File: src/rtl/addsub_serial_resp.sv
// Bit-serial adder/subtractor with a valid/ready request port and a
// valid/ready response port. One operation is in flight at a time.
// Each operation computes one result bit per clock, LSB first.
// Subtraction is formed as A + ~B + 1. flag_o carries the carry-out
// for an add and the borrow (A < B) for a subtract.
module addsub_serial_resp #(
    parameter int WIDTH = 4
) (
    input  logic             clk_i,
    input  logic             rst_i,
    input  logic             req_valid_i,
    output logic             req_ready_o,
    input  logic [WIDTH-1:0] a_i,
    input  logic [WIDTH-1:0] b_i,
    input  logic             sel_i,
    output logic             rsp_valid_o,
    input  logic             rsp_ready_i,
    output logic [WIDTH-1:0] y_o,
    output logic             flag_o,
    output logic             busy_o
);

    // The bit counter only has to reach WIDTH-1.
    localparam int CNT_W = (WIDTH > 1) ? $clog2(WIDTH) : 1;
    localparam logic [CNT_W-1:0] LAST_BIT = CNT_W'(WIDTH - 1);

    typedef enum logic [1:0] {
        IDLE = 2'd0,
        CALC = 2'd1,
        DONE = 2'd2
    } state_t;

    state_t           state_q, state_d;
    logic [WIDTH-1:0] a_q, a_d;
    logic [WIDTH-1:0] b_q, b_d;
    logic             sel_q, sel_d;
    logic [CNT_W-1:0] cnt_q, cnt_d;
    logic             carry_q, carry_d;
    logic [WIDTH-1:0] acc_q, acc_d;
    logic [WIDTH-1:0] y_q, y_d;
    logic             flag_q, flag_d;

    logic             b_bit;
    logic             sum_bit;
    logic             carry_out;
    logic [WIDTH-1:0] acc_next;

    // Full-adder slice on the current LSBs of the shifting operand registers
    always_comb begin
        b_bit     = sel_q ? b_q[0] : ~b_q[0];
        sum_bit   = a_q[0] ^ b_bit ^ carry_q;
        carry_out = (a_q[0] & b_bit) | (carry_q & (a_q[0] ^ b_bit));
        acc_next  = {sum_bit, acc_q[WIDTH-1:1]};
    end

    // Next-state and datapath update; every register holds unless its state says otherwise
    always_comb begin
        state_d = state_q;
        a_d     = a_q;
        b_d     = b_q;
        sel_d   = sel_q;
        cnt_d   = cnt_q;
        carry_d = carry_q;
        acc_d   = acc_q;
        y_d     = y_q;
        flag_d  = flag_q;

        case (state_q)
            IDLE: begin
                if (req_valid_i) begin
                    a_d     = a_i;
                    b_d     = b_i;
                    sel_d   = sel_i;
                    cnt_d   = '0;
                    carry_d = ~sel_i;
                    state_d = CALC;
                end
            end
            CALC: begin
                acc_d   = acc_next;
                a_d     = a_q >> 1;
                b_d     = b_q >> 1;
                carry_d = carry_out;
                cnt_d   = cnt_q + 1'b1;
                if (cnt_q == LAST_BIT) begin
                    cnt_d   = '0;
                    y_d     = acc_next;
                    flag_d  = sel_q ? carry_out : ~carry_out;
                    state_d = DONE;
                end
            end
            DONE: begin
                if (rsp_ready_i) begin
                    state_d = IDLE;
                end
            end
            default: begin
                state_d = IDLE;
            end
        endcase
    end

    // State and datapath registers with synchronous reset
    always_ff @(posedge clk_i) begin
        if (rst_i) begin
            state_q <= IDLE;
            a_q     <= '0;
            b_q     <= '0;
            sel_q   <= 1'b0;
            cnt_q   <= '0;
            carry_q <= 1'b0;
            acc_q   <= '0;
            y_q     <= '0;
            flag_q  <= 1'b0;
        end else begin
            state_q <= state_d;
            a_q     <= a_d;
            b_q     <= b_d;
            sel_q   <= sel_d;
            cnt_q   <= cnt_d;
            carry_q <= carry_d;
            acc_q   <= acc_d;
            y_q     <= y_d;
            flag_q  <= flag_d;
        end
    end

    // Handshake and status outputs decoded from the state register
    always_comb begin
        req_ready_o = (state_q == IDLE);
        rsp_valid_o = (state_q == DONE);
        busy_o      = (state_q != IDLE);
        y_o         = y_q;
        flag_o      = flag_q;
    end

endmodule

File: config.mk
export PLATFORM = sky130hd
export DESIGN_NAME = addsub_serial_resp
export DESIGN_NICKNAME = d
export VERILOG_FILES = /design/src/rtl/addsub_serial_resp.sv
export SDC_FILE = /design/constraint.sdc
export NUM_CORES = 1
export LEC_CHECK = 0
export ABC_AREA = 1
export CAP_MARGIN = 0
export CORE_MARGIN = 3
export CORE_UTILIZATION = 28
export DETAILED_ROUTE_END_ITERATION = 7
export PLACE_DENSITY = 0.55
export SYNTH_ARGS = -nofsm -noshare
export SYNTH_HDL_FRONTEND = slang
export SYNTH_SLANG_ARGS = --single-unit
File: constraint.sdc
create_clock -name clk_i -period 2.42 [get_ports clk_i]
set_clock_uncertainty 0.1 [all_clocks]
set_input_delay 0.484 -clock clk_i [delete_from_list [all_inputs] [get_ports clk_i]]
set_output_delay 0.484 -clock clk_i [all_outputs]
set_load 0.02 [all_outputs]
==> results by group <==
Status
  – Status: finished clean

Clock network
  – Clock sink count: 22
  – Hold_buf cts: 0
  – Root Driver: clkbuf_8
  – Total CTS buffers: 3
  – TritonCTS clock tree: done
  – Clk_lat worst skew: about 0.26 ns
  – Htree depth: 1
  – Worst-path clk slew: 0.08 ns
  – CTS resizes: 0
  – Post-CTS Setup Bufs: 0
  – Clk buf depth: 2

Yosys
  – Post-Syn Area: approximately 1000 sq um
  – Post-Syn Nets: 160
  – Mux share of post-synthesis cell area: 0%
  – Yosys top cell by area: dfxtp_1
  – Top cells by area, synth: dfxtp_1 43%, nand2_1 15%, nor2_1 12%, inv_1 6.2%, a21oi_1 3.4%
  – Synthesized-area fraction occupied by adder cells: 3.163%
  – Largest family of logic cells by synthesized area: simple AND/OR/NAND/NOR gates
  – Synthesis Warnings: 0
  – Compound-Gate Fraction of Synth Area: 11.80%
  – Cells after synthesis: 145
  – Yosys reg bits: 22
  – Top cell type's share of synthesized area: a little over two fifths
  – Syn Area/Cell: 7.093 sq um
  – Distinct cells, synth: 17
  – Xor/xnor share of the synthesized area: roughly 1.7%
  – Sequential area share after synthesis: 42.82%
  – Synth Area in Simple Gates: 30.05%

Placement
  – Placement Cell Area: 1254 sq um
  – GPL Wtd Cong: just over 0.7
  – IO Port Bufs: 20
  – DP HPWL: approximately 1.4 mm

GRT
  – Initial antenna violation count: 0
  – Largest net degree at the start of global routing: 18
  – Gr ovfl total: 0
  – Tot GR Track Use: under 10%
  – Number of global-route vias before repair: between 700 and 800
  – Global-route wire length before repair: 3.263 mm

Pwr
  – Max VDD drop: roughly 0.24 mV
  – P_leak: roughly 0.59 nW
  – Power Dens Cells: 601.8 nW/um^2

Cells and area
  – Share of layout cells above drive strength 1: 9.091%
  – Multi-input logic area: around 480 sq um
  – Cell area after layout: 1309 sq um
  – Layout Nets: 181
  – Layout Utilization: 38.02%
  – Commonest non-fill, non-tap cells in the layout: 40 x nand2_1, 32 x nor2_1, 22 x dfxtp_1, 20 x clkdlybuf4s50_1, 17 x inv_1
  – Diode count: 0
  – Area Overhead vs Synth: 27.25%
  – Commonest non-fill, non-tap cell in the layout: nand2_1
  – Register area: 440.4 sq um
  – Fillers: 372

Timing
  – Minimum clock period: roughly 2.1 ns
  – Hold Fails Final Rpt: 0
  – FMAX: between 400 and 500 MHz
  – RSZ-0062 raised after global routing: no
  – Max_slew headroom: 71.48%
  – Crit share post-route: 88.52%
  – Final setup violation count: 0
  – Worst slew pin tran: 0.4262 ns
  – Setup TNS Final: 0 ns
  – Final Max Tran Viols: 0

Setup path
  – Setup CP Type: register to output port
  – Critical Path End Type: output port
  – Required time of the critical path: 1.84 ns
  – Critical-path maximum fanout: 5
  – CP arrival: between 1.5 and 2 ns
  – Startpoint types: register

Job
  – Max_cap viols: 0

Floorplanning
  – Starting Density: 29.88%
  – Number of placed I/O pins: 21
  – Die Y: 66.61 microns
  – Std-Cell Rows: 21
  – Core area: 3442 sq um
  – Die width: 66.61 microns
  – Die Area: ~4400 sq um

Routing
  – Total wire length: between 1.5 and 2 mm
  – Antenna-violating nets left: 0
  – DRC Markers: 0
  – Drt first pass iters: 4
  – DR vias: about 860
  – Routed vias/inst: 4.095
  – Initial DRC Count: 31
  – WL/cell: about 9.2 microns

Min path
  – HP Class: register to register
-- registers in the layout, indices dropped and copies added, names as in the netlist --
signal and flops:
a_q 4, b_q 4, y_o 4, acc_q 3
cnt_q 2, state_q 2, carry_q 1, flag_o 1
sel_q 1
-- through the flow --
stage | setup slack, ns | hold slack, ns | power [W] | instances
final | 0.2779 | 0.3654 | 0.0007876 | 211
after global routing | 0.1585 | 0.3836 | 0.0008352 | 211
after CTS | 0.2676 | 0.3695 | 0.0008033 | 211
after detailed placement | 0.5366 | 0.3584 | 0.0005404 | 207
after global placement | 0.5821 | 0.3518 | 0.0005387 | 207
after floorplan | 0.8498 | 0.3427 | 0.0005031 | 145
-- cell families after synthesis --
family / count (synthesis)
AND/OR/NAND/NOR: 76
AO/OA/AOI/OAI: 19
XOR/XNOR: 2
flip-flops: 22
adder cells (fa/ha/maj): 2
buffers and inverters: 24
-- layer usage --
metal  part of all wire [%]  global-route usage, %  up-vias
met3                    5.3                  3.035        4
met4                    2.3                  5.330        0
li1                       -                      -      474
met5                      0                      0        -
met2                     43                  14.48       21
met1                     50                  12.83      365
-- critical path, stage by stage, from the launching register on --
cell	delay [ns]
dfxtp_1	0.49
nor2_1	0.14
inv_1	0.08
clkdlybuf4s50_1	0.60
-- path summary, 6_finish.rpt --
check             start  endpoint  slack [ns]  cells past startpoint
max          state_q[0]    busy_o        0.28                      3
min reg2reg      b_q[3]    b_q[3]        0.37                      2
max reg2reg       sel_q    flag_o        0.98                      5
min              b_q[3]    b_q[3]        0.37                      2
-- synth_stat cells, drive strengths merged --
cell / number
xor2: 2
buf: 4
nand3: 1
dfxtp: 22
ha: 1
a21oi: 7
nand2: 41
inv: 20
nor2: 34
o21ai: 12
fa: 1
-- area by class of cell --
cell class / count / share of cell area (%)
sequential: 22 / 33.65
multi-input combinational: 99 / 36.71
tap: 46 / 4.398
inverter: 20 / 5.736
timing repair buffer: 20 / 15.30
clock buffer: 4 / 4.206
-- power breakdown --
group	leakage [nW]	switching (W)	internal, W
clock network	0.0288	0.000113	0.000145
logic	0.384	0.0000735	0.0000589
registers	0.181	0.0000134	0.000384
total	0.593	0.000199	0.000588
(Power assumes the default switching activity.)
